$ cat config.mk
export PLATFORM = sky130hd
export DESIGN_NAME = ahb_arbiter
export DESIGN_NICKNAME = d
export VERILOG_FILES = /design/src/rtl/ahb_arb_pkg.sv /design/src/rtl/ahb_rr_picker.sv /design/src/rtl/ahb_arbiter.sv
export SDC_FILE = /design/constraint.sdc
export NUM_CORES = 1
export LEC_CHECK = 0
export CORE_ASPECT_RATIO = 0.5
export CORE_MARGIN = 5
export CORE_UTILIZATION = 57
export DETAILED_ROUTE_END_ITERATION = 12
export DONT_BUFFER_PORTS = 1
export GPL_TIMING_DRIVEN = 0
export PLACE_DENSITY = 0.73
export REMOVE_ABC_BUFFERS = 1
export SYNTH_ARGS = -nofsm -noshare
export SYNTH_HDL_FRONTEND = slang
export SYNTH_SLANG_ARGS = --single-unit
$ cat constraint.sdc
create_clock -name hclk -period 3.4 [get_ports hclk]
set_input_delay 0.51 -clock hclk [delete_from_list [all_inputs] [get_ports hclk]]
set_output_delay 0.51 -clock hclk [all_outputs]
set_load 0.01 [all_outputs]
$ cat src/rtl/ahb_arb_pkg.sv
// rtl/ahb_arb_pkg.sv - shared types and constants for the AHB arbiter
package ahb_arb_pkg;

  typedef enum logic {
    ARB_FIXED = 1'b0,
    ARB_RR    = 1'b1
  } arb_mode_e;

  localparam logic [1:0] HRESP_OKAY  = 2'b00;
  localparam logic [1:0] HRESP_ERROR = 2'b01;
  localparam logic [1:0] HRESP_RETRY = 2'b10;
  localparam logic [1:0] HRESP_SPLIT = 2'b11;

  localparam int MAX_MASTERS = 16;

endpackage

$ cat src/rtl/ahb_rr_picker.sv
// rtl/ahb_rr_picker.sv - rotating priority encoder, first set bit at or after a start pointer
module ahb_rr_picker #(
  parameter int N = 4
) (
  input  logic [N-1:0] i_req,
  input  logic [3:0]   i_start,
  output logic [N-1:0] o_onehot,
  output logic [3:0]   o_index,
  output logic         o_valid
);

  // Rotated view: bit k is the request of master (start + k) mod N.
  // Doubling the vector makes the wrap free; the start pointer is always < N.
  logic [N-1:0] w_rot;
  assign w_rot = N'({i_req, i_req} >> i_start);

  // Pick the first rotated position that requests and map it back to a master index.
  always_comb begin
    logic [4:0] sum;
    o_valid  = 1'b0;
    o_index  = 4'd0;
    o_onehot = '0;
    sum      = 5'd0;
    for (int k = 0; k < N; k++) begin
      if (!o_valid && w_rot[k]) begin
        sum = {1'b0, i_start} + 5'(k);
        if (sum >= 5'(N)) begin
          sum = sum - 5'(N);
        end
        o_valid = 1'b1;
        o_index = sum[3:0];
      end
    end
    if (o_valid) begin
      o_onehot = N'(1) << o_index;
    end
  end

endmodule

$ cat src/rtl/ahb_arbiter.sv
// rtl/ahb_arbiter.sv - AHB bus arbiter with fixed/round-robin policy, lock hold and split masking
module ahb_arbiter
  import ahb_arb_pkg::*;
#(
  parameter int        NUM_MASTERS    = 4,
  parameter arb_mode_e ARB_MODE       = ARB_RR,
  parameter int        DEFAULT_MASTER = 0
) (
  input  logic                   hclk,
  input  logic                   hrst,
  input  logic [NUM_MASTERS-1:0] hbusreq,
  input  logic [NUM_MASTERS-1:0] hlock,
  input  logic                   hready,
  input  logic [1:0]             hresp,
  input  logic [NUM_MASTERS-1:0] hsplit,
  output logic [NUM_MASTERS-1:0] hgrant,
  output logic [3:0]             hmaster,
  output logic                   hmastlock
);

  localparam logic [NUM_MASTERS-1:0] DEF_GRANT = NUM_MASTERS'(1) << DEFAULT_MASTER;
  localparam logic [3:0]             DEF_IDX   = 4'(DEFAULT_MASTER);
  localparam logic [3:0]             LAST_IDX  = 4'(NUM_MASTERS - 1);

  logic [NUM_MASTERS-1:0] r_hgrant;
  logic [3:0]             r_owner;
  logic [3:0]             r_hmaster;
  logic                   r_hmastlock;
  logic [NUM_MASTERS-1:0] r_split_mask;
  logic [3:0]             r_last_owner;

  logic                   w_owner_lock;
  logic                   w_split_evt;
  logic [NUM_MASTERS-1:0] w_split_set;
  logic                   w_arb;
  logic [NUM_MASTERS-1:0] w_elig;
  logic [3:0]             w_rr_start;
  logic [3:0]             w_start;
  logic [NUM_MASTERS-1:0] w_pick_onehot;
  logic [3:0]             w_pick_idx;
  logic                   w_pick_valid;

  // The grant is one-hot, so masking hlock with it selects the owner's lock bit.
  assign w_owner_lock = |(hlock & r_hgrant);

  // A SPLIT is signalled in the first (hready low) cycle of the two-cycle response.
  assign w_split_evt = !hready && (hresp == HRESP_SPLIT);

  // Decode the address-phase owner into the split bit to set this cycle.
  always_comb begin
    w_split_set = '0;
    for (int i = 0; i < NUM_MASTERS; i++) begin
      w_split_set[i] = w_split_evt && (r_hmaster == 4'(i));
    end
  end

  // A split forces re-arbitration even mid-lock; otherwise wait for hready with no lock.
  assign w_arb  = w_split_evt || (hready && !w_owner_lock);
  assign w_elig = hbusreq & ~(r_split_mask | w_split_set);

  assign w_rr_start = (r_last_owner == LAST_IDX) ? 4'd0 : r_last_owner + 4'd1;
  assign w_start    = (ARB_MODE == ARB_RR) ? w_rr_start : 4'd0;

  ahb_rr_picker #(
    .N (NUM_MASTERS)
  ) u_picker (
    .i_req    (w_elig),
    .i_start  (w_start),
    .o_onehot (w_pick_onehot),
    .o_index  (w_pick_idx),
    .o_valid  (w_pick_valid)
  );

  // Grant, address-phase owner and split mask registers.
  always_ff @(posedge hclk) begin
    if (!hrst) begin
      r_hgrant     <= DEF_GRANT;
      r_owner      <= DEF_IDX;
      r_hmaster    <= DEF_IDX;
      r_hmastlock  <= 1'b0;
      r_split_mask <= '0;
      r_last_owner <= DEF_IDX;
    end else begin
      r_split_mask <= (r_split_mask & ~hsplit) | w_split_set;
      if (w_arb) begin
        if (w_pick_valid) begin
          r_hgrant     <= w_pick_onehot;
          r_owner      <= w_pick_idx;
          r_last_owner <= w_pick_idx;
        end else begin
          r_hgrant <= DEF_GRANT;
          r_owner  <= DEF_IDX;
        end
      end
      if (hready) begin
        r_hmaster   <= r_owner;
        r_hmastlock <= w_owner_lock;
      end
    end
  end

  assign hgrant    = r_hgrant;
  assign hmaster   = r_hmaster;
  assign hmastlock = r_hmastlock;

endmodule

# Word-level counts from Yosys, hierarchy flattened
# Cells that the tools add are included.
dict set report totals {
  in_bits 17
  out_inout_bits 9
  regBits 21
}
dict set report classes {
  n_mux 15
  reduce_logical 18
  eq_ne 5
  n_bitwise 7
  addsub 8
  shift 2
  n_lt_le_gt_ge 4
}
# operator n
set ops {}
lappend ops {{two-way mux 4 bit} 11}
lappend ops {{subtractor 4 x 3 -> 4 bit, second input constant} 4}
lappend ops {{>= comparator 5 x 3 -> 1 bit, second input constant} 3}
lappend ops {{bitwise AND 4 bit} 3}
lappend ops {{== test 4 x 2 -> 1 bit, second input constant} 3}
lappend ops {{adder 4 x 2 -> 5 bit, second input constant} 2}
lappend ops {{logical AND 1 bit} 9}
lappend ops {{inverter 4 bit} 2}
lappend ops {{bitwise OR 4 bit} 2}
lappend ops {{right shift 8 x 4 -> 4 bit} 1}
lappend ops {{adder 4 x 1 -> 5 bit, second input constant} 1}
lappend ops {{logical NOT 1 bit} 5}
lappend ops {{adder 4 x 1 -> 4 bit, second input constant} 1}
lappend ops {{== test 4 x 1 -> 1 bit, second input constant} 1}
lappend ops {{>= comparator 4 x 3 -> 1 bit, second input constant} 1}
lappend ops {{logical NOT 4 bit} 1}
lappend ops {{two-way mux 1 bit} 4}
lappend ops {{OR reduction 4 bit} 1}
lappend ops {{left shift 1 x 4 -> 4 bit, first input constant} 1}
lappend ops {{== test 2 bit, second input constant} 1}
lappend ops {{AND reduction 2 bit} 1}
lappend ops {{logical OR 1 bit} 1}

# Longest topological paths before layout
# Gate-level depths: netlist of the first run.
dict set report depth {
  ltp_word 19
  ltp_mapped 17
  depth_no_buf 17
}

# By module
# A second synthesis of the first run with hierarchy kept.
dict set report unflattened {
  hier_cells 212
  hier_area_um2 1853.0
}
# module n_inst cells_each area_each_um2
set by_module_without_submodules {}
lappend by_module_without_submodules {ahb_arbiter 1 100 964.7}
lappend by_module_without_submodules {ahb_rr_picker 1 112 888.4}

# Least setup slack after synthesis of the first run
# Ideal clock, no wire load.
dict set report synth_timing {
  path_kind {reg2reg}
  start {register r_last_owner[2]}
  end {register r_hgrant[1], in the netlist hgrant[1]}
  setup_time_ns 0.059
  path_stages_with_launch 18
  t_arrival_ns 3.199
  period_less_slack_ns 3.259
  slack_ns 0.141
  path_cell_list {dfxtp_1 inv_1 ha_1 nand2b_2 o21a_1 inv_1 ha_1 inv_1 o21ai_0 xnor2_1 nand2_1 ha_1 a21oi_1 mux2i_1 nor3_1 a211oi_1 and2_4 a41o_1}
}
dict set report synth_via {
  elab_chain_len 15
  elab_cells_between_ends 35
}
# item line_no
set synth_rtl {}
lappend synth_rtl {{start, declared} ahb_arbiter.sv:30} ;# logic [3:0] r_last_owner;
lappend synth_rtl {{start signal, assigned} ahb_arbiter.sv:89} ;# r_last_owner <= w_pick_idx;
lappend synth_rtl {{adder 4 x 1 -> 4 bit or == test 4 x 2 -> 1 bit (tied branches)} ahb_arbiter.sv:61} ;# assign w_rr_start = (r_last_owner == LAST_IDX) ? 4'd0 : r_last_owner + 4'd1;
lappend synth_rtl {{two-way mux 4 bit *} ahb_arbiter.sv:61}
lappend synth_rtl {{parallel branches: the longest is 12 deep, another holds adder 4 x 1 -> 5 bit} --}
lappend synth_rtl {{two-way mux 4 bit *} ahb_arbiter.sv:86} ;# if (w_pick_valid) begin
lappend synth_rtl {{end signal, assigned} ahb_arbiter.sv:87} ;# r_hgrant <= w_pick_onehot;
lappend synth_rtl {{end, declared} ahb_arbiter.sv:25} ;# logic [NUM_MASTERS-1:0] r_hgrant;
# Mark *: on every way between the ends.
# A chain may end at the register's enable or synchronous reset.

# Worst setup path in the final report of the first run
# Same ends and word-level chain as after synthesis.

==> reports/results.ini, run 1 <==
[timing]
relSlewSlack_pct = 51.7
worstMarginPinSlew_ps = 723
finalSetupTns_ps = 0
hold_slack_ps = 377
slew_violations = 0
finClkSkew_ps = 5.74
min_period_ps = 3260
setup_violations = 0
hold_viol = 0
min_period_over_period_pct = 95.8
fmax_ghz = 0.307

[synth]
netlist_area_um2 = 1710
synth_cells = 199
ys_types = 59
avgSynthCellArea_um2 = 8.58
synth_ff_type = dfxtp_1
async_flop_share_pct = 0
ys_seq_area_share_pct = 24.6
ys_ff_latch = 21
ys_warn_count = 0
synth_edf_count = 0

[global_routing]
grt_usage_pct = 18.3
grt_pass1_vias = 1403
grt_pass1_wl_mm = 6.38
antenna_found_initial = 0
grt-ovfl-total = 0
grt_max_degree = 25

[clock_network]
cts_tree = yes
hold_buffers = 0
clockBufferDepth = 2
clock_sinks = 21
insertion_delay_ps = 250
h-tree-depth = 1
tritoncts.num_buffers = 3
clk_pin_slew_ps = 80
cts_root_buf = clkbuf_8

[layout]
num_antenna_cells = 0
drive_gt1_share_pct = 19.7
nNetsFinal = 226
fin_area_um2 = 1810
syn_to_final_growth_pct = 6.15

[pwr]
clkPwrFrac_pct = 9.5
power_mw = 1.67
swShare_pct = 48.0
power-per-cell-area_nw_per_um2 = 924
p_leak_nw = 0.662
power_frac_comb_pct = 66.4
p_int_mw = 0.870
power.share.sequential_pct = 24.1
max-vdd-ir-drop_v = 0.000509
p_switching_mw = 0.804

[drt]
antenna_left = 0
via_count = 1497
drt_first_pass_iters = 4
wl_per_cell_um = 16.3
drtIter0Drc = 101
drt_wl_total_mm = 3.89
drc_errors = 0
vias_per_cell = 6.29

[floorplan]
num_rows = 14
die_h_um = 48.7
die_w_um = 87.4
io_pins = 26
core_area_um2 = 2940
start_util_pct = 58.0
die-area_um2 = 4260

[hold_path]
hold_class = in2reg
worstHoldPathCells = 1

[placed_design]
dpl_cell_area_um2 = 1710
place.port_buffers = 0
hpwl_mm = 2.84
gp_congestion = 0.867

[setup_path]
cp-end-kind = register
worstPathRequired_ps = 3550
reg2reg_depth = 18
arrival_ps = 3410
worstSetupPathType = reg2reg
critPathLaunchType = register
worstPathMaxFanout = 7

[flow_run]
drv_cap = 0

[outcome]
status = finished clean

metal layers:
layer	routed length, µm	global-route usage, %
met1	1870	27.3
met2	1760	26.9
met3	235	4.07
met4	14	3.57
met5	0	0
cell usage after synthesis, types with 3 or more instances:
cell type,count,share of area [%]
a211oi_1,3,1.3
a21boi_0,3,1.3
a21boi_1,5,2.2
a21oi_1,8,2.3
and2_1,4,1.5
and3_1,3,1.1
clkbuf_1,3,0.66
dfxtp_1,21,25
ha_1,10,7.3
inv_1,10,2.2
mux2i_1,6,3.5
nand2_1,16,3.5
nand2b_1,12,4.4
nand3_1,6,1.8
nand4_1,3,1.1
nor2_1,9,2.0
nor2b_1,8,2.9
nor3_1,5,1.5
o211ai_1,3,1.3
o21a_1,3,1.3
o21ai_0,6,1.8
xnor2_1,6,3.1
cell type report:
type,instances,area (µm²)
Inverter,10,37.5
Timing Repair Buffer,3,22.5
Multi-Input combinational cell,160,1230
Fill cell,276,1130
Tap cell,40,50.0
Clock buffer,4,45.0
Sequential cell,21,428
cell usage in the layout, fill, tap and decap left out, types with 3 or more instances in the layout:
| master | n |
|---|---|
| o211ai_1 | 3 |
| o21ai_1 | 3 |
| nor2_1 | 9 |
| a21oi_1 | 7 |
| a21oi_2 | 3 |
| a211oi_2 | 3 |
| and3_1 | 3 |
| dfxtp_2 | 3 |
| clkbuf_8 | 3 |
| and2_1 | 4 |
| a21boi_1 | 5 |
| nand3_1 | 6 |
| nor3_1 | 5 |
| nand2b_1 | 12 |
| xnor2_1 | 6 |
| ha_1 | 6 |
| inv_1 | 9 |
| a21boi_0 | 3 |
| nand4_1 | 3 |
| nand2_1 | 16 |
| mux2i_1 | 6 |
| nor2b_1 | 8 |
| dfxtp_1 | 17 |
| buf_4 | 3 |
| o21ai_0 | 5 |
| ha_2 | 4 |
kinds of logic after synthesis:
group	after synthesis	share of synthesized area [%]
DFF	21	24.6
AOI/OAI and AO/OA	60	29.4
xor gates and xnor gates	7	3.59
and+or+nand+nor	76	25.5
adders and majority gates	10	7.33
muxes	7	4.40
buffers and inverters	18	5.20
power by group through the flow:
stage                     Clock (mW)  Combinational [mW]  Sequential [mW]
after global routing           0.178                1.22            0.412
after floorplan                    0               0.832            0.377
after global placement             0               0.982            0.397
after CTS                      0.163                1.05            0.399
after detailed placement           0                1.01            0.401
final                          0.159                1.11            0.403
sequential cells by signal, summed over array words and instances (netlist names):
| signal | flops |
|---|---|
| hgrant | 4 |
| r_last_owner | 4 |
| r_split_mask | 4 |
| hmastlock | 1 |
| hmaster | 4 |
| r_owner | 4 |
worst paths after layout:
path,startpoint,endpoint,slack [ps]
max,r_last_owner[2],hgrant[1],140
min,hrst,r_last_owner[3],380
max reg2reg,r_last_owner[2],hgrant[1],140
min reg2reg,r_owner[1],r_owner[1],460
through the flow:
stage	setup WS [ps]	util (%)	instances
floorplan	132	-	191
global placement	-399	58.0	231
detailed placement	-509	58.0	231
CTS	51.8	60.2	236
global route	-24.3	61.6	238
finish	144	61.6	238
critical path, stage by stage, from the launching register on:
cell and delay (ps):
dfxtp_4 390, inv_1 60, ha_2 210, nand2b_2 210, o21a_4 240, inv_2 100
ha_2 210, inv_1 70, o21ai_1 150, xnor2_1 130, nand2_1 80, ha_1 230
a21oi_2 160, mux2i_1 90, nor3_1 190, a211oi_2 50, buf_4 180, and2_4 160
a41o_1 230
repair_timing:
action	CTS	global route
gates resized for setup	7	9
pin swaps	1	1
setup buffers	1	2
setup endpoints to repair	8	9
Power figures use the tool's default switching activity.
==> inputs of run 2 (changes only) <==
- CORE_MARGIN: 5 -> 3
- SKIP_CTS_REPAIR_TIMING: default -> 1
- TNS_END_PERCENT: default -> 100
==> reports/results.ini, run 2 (same netlist as run 1, synthesis figures left out) <==
[timing]
fmax_ghz = 0.304  ; -1.1%
finClkSkew_ps = 1.27  ; -4.48 ps
relSlewSlack_pct = 53.2  ; +1.5 points
finalSetupTns_ps = 0  ; unchanged
min_period_over_period_pct = 96.9  ; +1.1 points
setup_violations = 0  ; unchanged
hold_slack_ps = 370  ; -6.73 ps
worst_slack_ps = 107  ; -37.0 ps
worstMarginPinSlew_ps = 700  ; -22.9 ps
slew_violations = 0  ; unchanged
hold_viol = 0  ; unchanged
min_period_ps = 3290  ; +37.0 ps

[drt]
drc_errors = 0  ; unchanged
vias_per_cell = 6.24  ; -0.87%
drt_first_pass_iters = 4  ; unchanged
antenna_left = 0  ; unchanged
drt_wl_total_mm = 3.70  ; -5.0%
via_count = 1459  ; -2.5%
drtIter0Drc = 101  ; unchanged
wl_per_cell_um = 15.8  ; -3.4%

[pwr]
max-vdd-ir-drop_v = 0.000439  ; -14%
p_leak_nw = 0.656  ; -0.87%
power-per-cell-area_nw_per_um2 = 922  ; -0.23%

[setup_path]
cp-end-kind = register
arrival_ps = 3450  ; +40 ps
worstPathMaxFanout = 8  ; +1
worstSetupPathType = reg2reg
rr_endpoint = hgrant[1]
worstPathRequired_ps = 3550  ; about the same
critPathLaunchType = register
reg2reg_depth = 18  ; unchanged
regToRegStartpoint = r_last_owner[2]
ff2ff_setup_slack_ps = 110  ; -40 ps

[layout]
nNetsFinal = 225  ; -0.44%
syn_to_final_growth_pct = 5.64
drive_gt1_share_pct = 19.3  ; -0.41 points
final_common_cell = dfxtp_1
mostFrequentLayoutCells = dfxtp_1 (17), nand2_1 (16), nand2b_1 (12)
utilization_pct = 66.4  ; +4.8 points
num_antenna_cells = 0  ; unchanged

[clock_network]
tritoncts.num_buffers = 3  ; unchanged
clock_sinks = 21  ; unchanged
cts_tree = yes
clk_pin_slew_ps = 70  ; about the same
insertion_delay_ps = 260  ; about the same
h-tree-depth = 1  ; unchanged
cts_root_buf = clkbuf_8
clockBufferDepth = 2  ; unchanged

[outcome]
status = finished clean

[flow_run]
drv_cap = 0  ; unchanged

[floorplan]
core_area_um2 = 2720  ; -7.7%
start_util_pct = 62.9  ; +4.8 points
die_w_um = 83.4  ; -4.6%
die_h_um = 44.7  ; -8.2%
io_pins = 26  ; unchanged
die-area_um2 = 3730  ; -12%
num_rows = 13  ; -1

[hold_path]
worst_hold_path.endpoint = r_owner[0]
hold_class = in2reg
worstHoldPathCells = 1  ; unchanged
min-delay-start = hrst

[global_routing]
grt_max_degree = 25  ; unchanged
grt_usage_pct = 19.8  ; +1.5 points
antenna_found_initial = 0  ; unchanged
grt_pass1_vias = 1286  ; -8.3%
grt-ovfl-total = 0  ; unchanged
grt_pass1_wl_mm = 5.98  ; -6.3%

[placed_design]
gp_congestion = 0.805  ; -7.1%
hpwl_mm = 2.79  ; -1.9%
place.port_buffers = 0  ; unchanged
dpl_worst_slack_ps = -473  ; +36.8 ps

[run 2: cell type report]
| type | count | area [µm²] |
|---|---|---|
| Tap cell | 37 | 46.3 |
| Timing Repair Buffer | 2 | 15.0 |
| Inverter | 10 | 40.0 |
| Multi-Input combinational cell | 160 | 1230 |
| Sequential cell | 21 | 428 |
| Fill cell | 231 | 912 |
| Clock buffer | 4 | 45.0 |
[run 2: metal layers]
metal	vias up	track usage [%]	wire length, µm
met3	4	4.01	199
met2	46	30.9	1570
met4	0	4.49	16
li1	733	-	-
met1	676	28.8	1920
met5	-	0	0
[run 2: worst max-delay path, stage by stage (launching register included)]
cell,delay (ps)
dfxtp_4,400
inv_1,60
ha_2,210
nand2b_2,210
o21a_4,240
inv_4,80
ha_2,210
inv_1,60
o21ai_1,140
xnor2_1,130
nand2_1,90
ha_1,230
a21oi_2,150
mux2i_1,90
nor3_1,250
a211oi_2,50
buf_4,180
and2_4,160
a41o_1,230
[run 2: report_power, final]
group          switching (mW)  total [mW]  leakage, nW  internal [mW]
Combinational           0.628        1.10        0.461          0.471
Clock                  0.0757       0.159       0.0228         0.0834
Sequential             0.0921       0.405        0.173          0.313
[run 2: stage by stage]
stage / instance area [µm²] / cells / power, mW
2_1_floorplan: 1660 / 191 / 1.21
6_report: 1800 / 234 / 1.66
3_5_place_dp: 1700 / 228 / 1.42
3_3_place_gp: 1700 / 228 / 1.38
4_1_cts: 1750 / 232 / 1.58
5_1_grt: 1800 / 234 / 1.80
[run 2: worst max-delay path by stage]
stage                    startpoint        end  slack (ps)  cells past startpoint
CTS                 r_last_owner[2]  hgrant[1]        -500                     17
finish              r_last_owner[2]  hgrant[1]         110                     18
global route        r_last_owner[3]  hgrant[1]         -20                     18
floorplan           r_last_owner[2]  hgrant[1]         130                     17
global placement    r_last_owner[0]  hgrant[1]        -390                     16
detailed placement  r_last_owner[2]  hgrant[1]        -470                     17
==> inputs of run 3 (changes only) <==
- CORE_UTILIZATION: 57 -> 60
- CTS_CLUSTER_DIAMETER: default -> 30
- PLACE_DENSITY: 0.73 -> 0.74
- clock period: 3.4 -> 3.3 ns (I/O delays scaled with it)
==> reports/results.ini, run 3 (same netlist as run 1, synthesis figures left out) <==
[timing]
finalSetupTns_ps = 0  ; unchanged
setup_violations = 0  ; unchanged
relSlewSlack_pct = 56.1  ; +2.9 points
min_period_ps = 3190  ; -99.5 ps
min_period_over_period_pct = 96.8  ; about the same
hold_slack_ps = 359  ; -11.9 ps
slew_violations = 0  ; unchanged
worstMarginPinSlew_ps = 656  ; -44.5 ps
finClkSkew_ps = 6.12  ; +4.85 ps
worst_slack_ps = 107  ; -0.476 ps
fmax_ghz = 0.313  ; +3.1%
hold_viol = 0  ; unchanged

[setup_path]
cp_cell_sequence = inv_1 -> ha_4 -> nand2b_2 -> o21a_4 -> inv_4 -> ha_2 -> inv_1 -> o21ai_2 -> xnor2_1 -> nand2_1 -> ha_1 -> a21oi_2 -> mux2i_1 -> nor3_1 -> a211oi_2 -> buf_4 -> and2_4 -> a41o_1
regToRegStartpoint = r_last_owner[3]
crit_start = r_last_owner[3]
critPathSlowestCell = dfxtp_2
worstPathRequired_ps = 3460  ; -90 ps
arrival_ps = 3350  ; -100 ps
worstSetupPathType = reg2reg
cp-end-kind = register
crit_top_cell = inv_1
worstPathMaxFanout = 5  ; -3
critPathLaunchType = register
max_stage_delay_ps = 350  ; -50 ps

[floorplan]
io_pins = 26  ; unchanged
core_area_um2 = 2450  ; -9.9%
start_util_pct = 69.8  ; +6.9 points
num_rows = 12  ; -1
die_h_um = 43.7  ; -2.2%
die-area_um2 = 3560  ; -4.5%
die_w_um = 81.5  ; -2.3%

[clock_network]
clockBufferDepth = 2  ; unchanged
tritoncts.num_buffers = 3  ; unchanged
clk_pin_slew_ps = 70  ; about the same
cts_tree = yes
clock_sinks = 21  ; unchanged
insertion_delay_ps = 260  ; about the same
h-tree-depth = 1  ; unchanged
cts_root_buf = clkbuf_8

[hold_path]
min-delay-start = hrst
hold_class = in2reg

[placed_design]
gp_congestion = 0.840  ; +4.2%
place.port_buffers = 0  ; unchanged
dpl.cell_count = 226  ; -0.88%
dpl_worst_slack_ps = -527  ; -54.8 ps
dpl_cell_area_um2 = 1700  ; -0.15%
hpwl_mm = 2.82  ; +1.2%

[layout]
ff_latch_area_um2 = 430  ; +0.58%
syn_to_final_growth_pct = 7.84
nNetsFinal = 226  ; +0.44%
mostFrequentLayoutCells = dfxtp_1 (17), nand2_1 (16), nand2b_1 (12)
drive_gt1_share_pct = 20.7  ; +1.4 points
final_common_cell = dfxtp_1
fillers = 195  ; -16%
num_antenna_cells = 0  ; unchanged
final_cell_count_no_fill = 233  ; -0.43%
fin_area_um2 = 1840  ; +2.1%
multi_input_area_um2 = 1260  ; +2.3%

[outcome]
status = finished clean

[global_routing]
grt_pass1_wl_mm = 6.04  ; +0.92%
antenna_found_initial = 0  ; unchanged
grt-ovfl-total = 0  ; unchanged
grt_max_degree = 25  ; unchanged
grt_pass1_vias = 1266  ; -1.6%
grt_usage_pct = 21.9  ; +2.1 points

[drt]
drt_first_pass_iters = 4  ; unchanged
vias_per_cell = 6.31  ; +1.3%
antenna_left = 0  ; unchanged
drc_errors = 0  ; unchanged
drtIter0Drc = 77  ; -24%
wl_per_cell_um = 16.3  ; +3.4%
via_count = 1471  ; +0.82%
drt_wl_total_mm = 3.81  ; +3.0%

[pwr]
power-per-cell-area_nw_per_um2 = 955  ; +3.6%
p_leak_nw = 0.671  ; +2.2%
max-vdd-ir-drop_v = 0.000607  ; +38%

[flow_run]
drv_cap = 0  ; unchanged

## run 3: cell count changes in the layout (fill, tap and decap cells not counted)
| cell | before | now |
|---|---|---|
| a211oi_2 | 3 | 2 |
| a211oi_4 | 0 | 1 |
| a21oi_2 | 3 | 2 |
| a21oi_4 | 1 | 2 |
| buf_4 | 2 | 3 |
| clkbuf_1 | 1 | 0 |
| clkinv_2 | 0 | 1 |
| dfxtp_2 | 3 | 2 |
| dfxtp_4 | 1 | 2 |
| ha_2 | 4 | 3 |
| ha_4 | 0 | 1 |
| o21ai_1 | 3 | 2 |
| o21ai_2 | 0 | 1 |
## run 3: cell type report
type | instances | share of cell area [%]
Clock inverter | 1 | 0.272
Timing Repair Buffer | 3 | 1.22
Inverter | 10 | 2.17
Tap cell | 35 | 2.38
Sequential cell | 21 | 23.4
Clock buffer | 3 | 2.24
Multi-Input combinational cell | 160 | 68.3
## run 3: path summary, 6_finish.rpt
| check | endpoint | slack (ps) | cells past startpoint |
|---|---|---|---|
| worst max register to register | hgrant[1] | 110 | 18 |
| worst max-delay path | hgrant[1] | 110 | 18 |
| worst min-delay path | r_last_owner[2] | 360 | 1 |
| worst min register to register | r_owner[2] | 470 | 2 |
## run 3: where the power goes
part	total [mW]	internal, mW	switching [mW]
sequential	0.414	0.325	0.0896
combinational	1.18	0.509	0.672
clock	0.163	0.0840	0.0792
## run 3: worst max-delay path, delay by kind of cell, from the launching register on
family / cells / cell delay [ps]
XOR/XNOR: 1 / 120
adder cells (fa/ha/maj): 3 / 630
multiplexers: 1 / 80
AO/OA/AOI/OAI: 5 / 790
flip-flops: 1 / 350
AND/OR/NAND/NOR: 4 / 670
buffers and inverters: 4 / 440
## run 3: layer usage
| metal | track usage, % | share of wire, % | vias up |
|---|---|---|---|
| met2 | 31.6 | 42 | 58 |
| met1 | 33.5 | 48 | 673 |
| met5 | 0 | 0 | - |
| met3 | 4.36 | 9.1 | 6 |
| li1 | - | - | 734 |
| met4 | 4.04 | 1.3 | 0 |
## run 3: through the flow
| step | util [%] | total power [mW] |
|---|---|---|
| after global routing | 75.3 | 1.92 |
| after detailed placement | 69.5 | 1.45 |
| after CTS | 71.4 | 1.62 |
| after global placement | 69.5 | 1.42 |
| final | 75.3 | 1.76 |
| after floorplan | - | 1.25 |
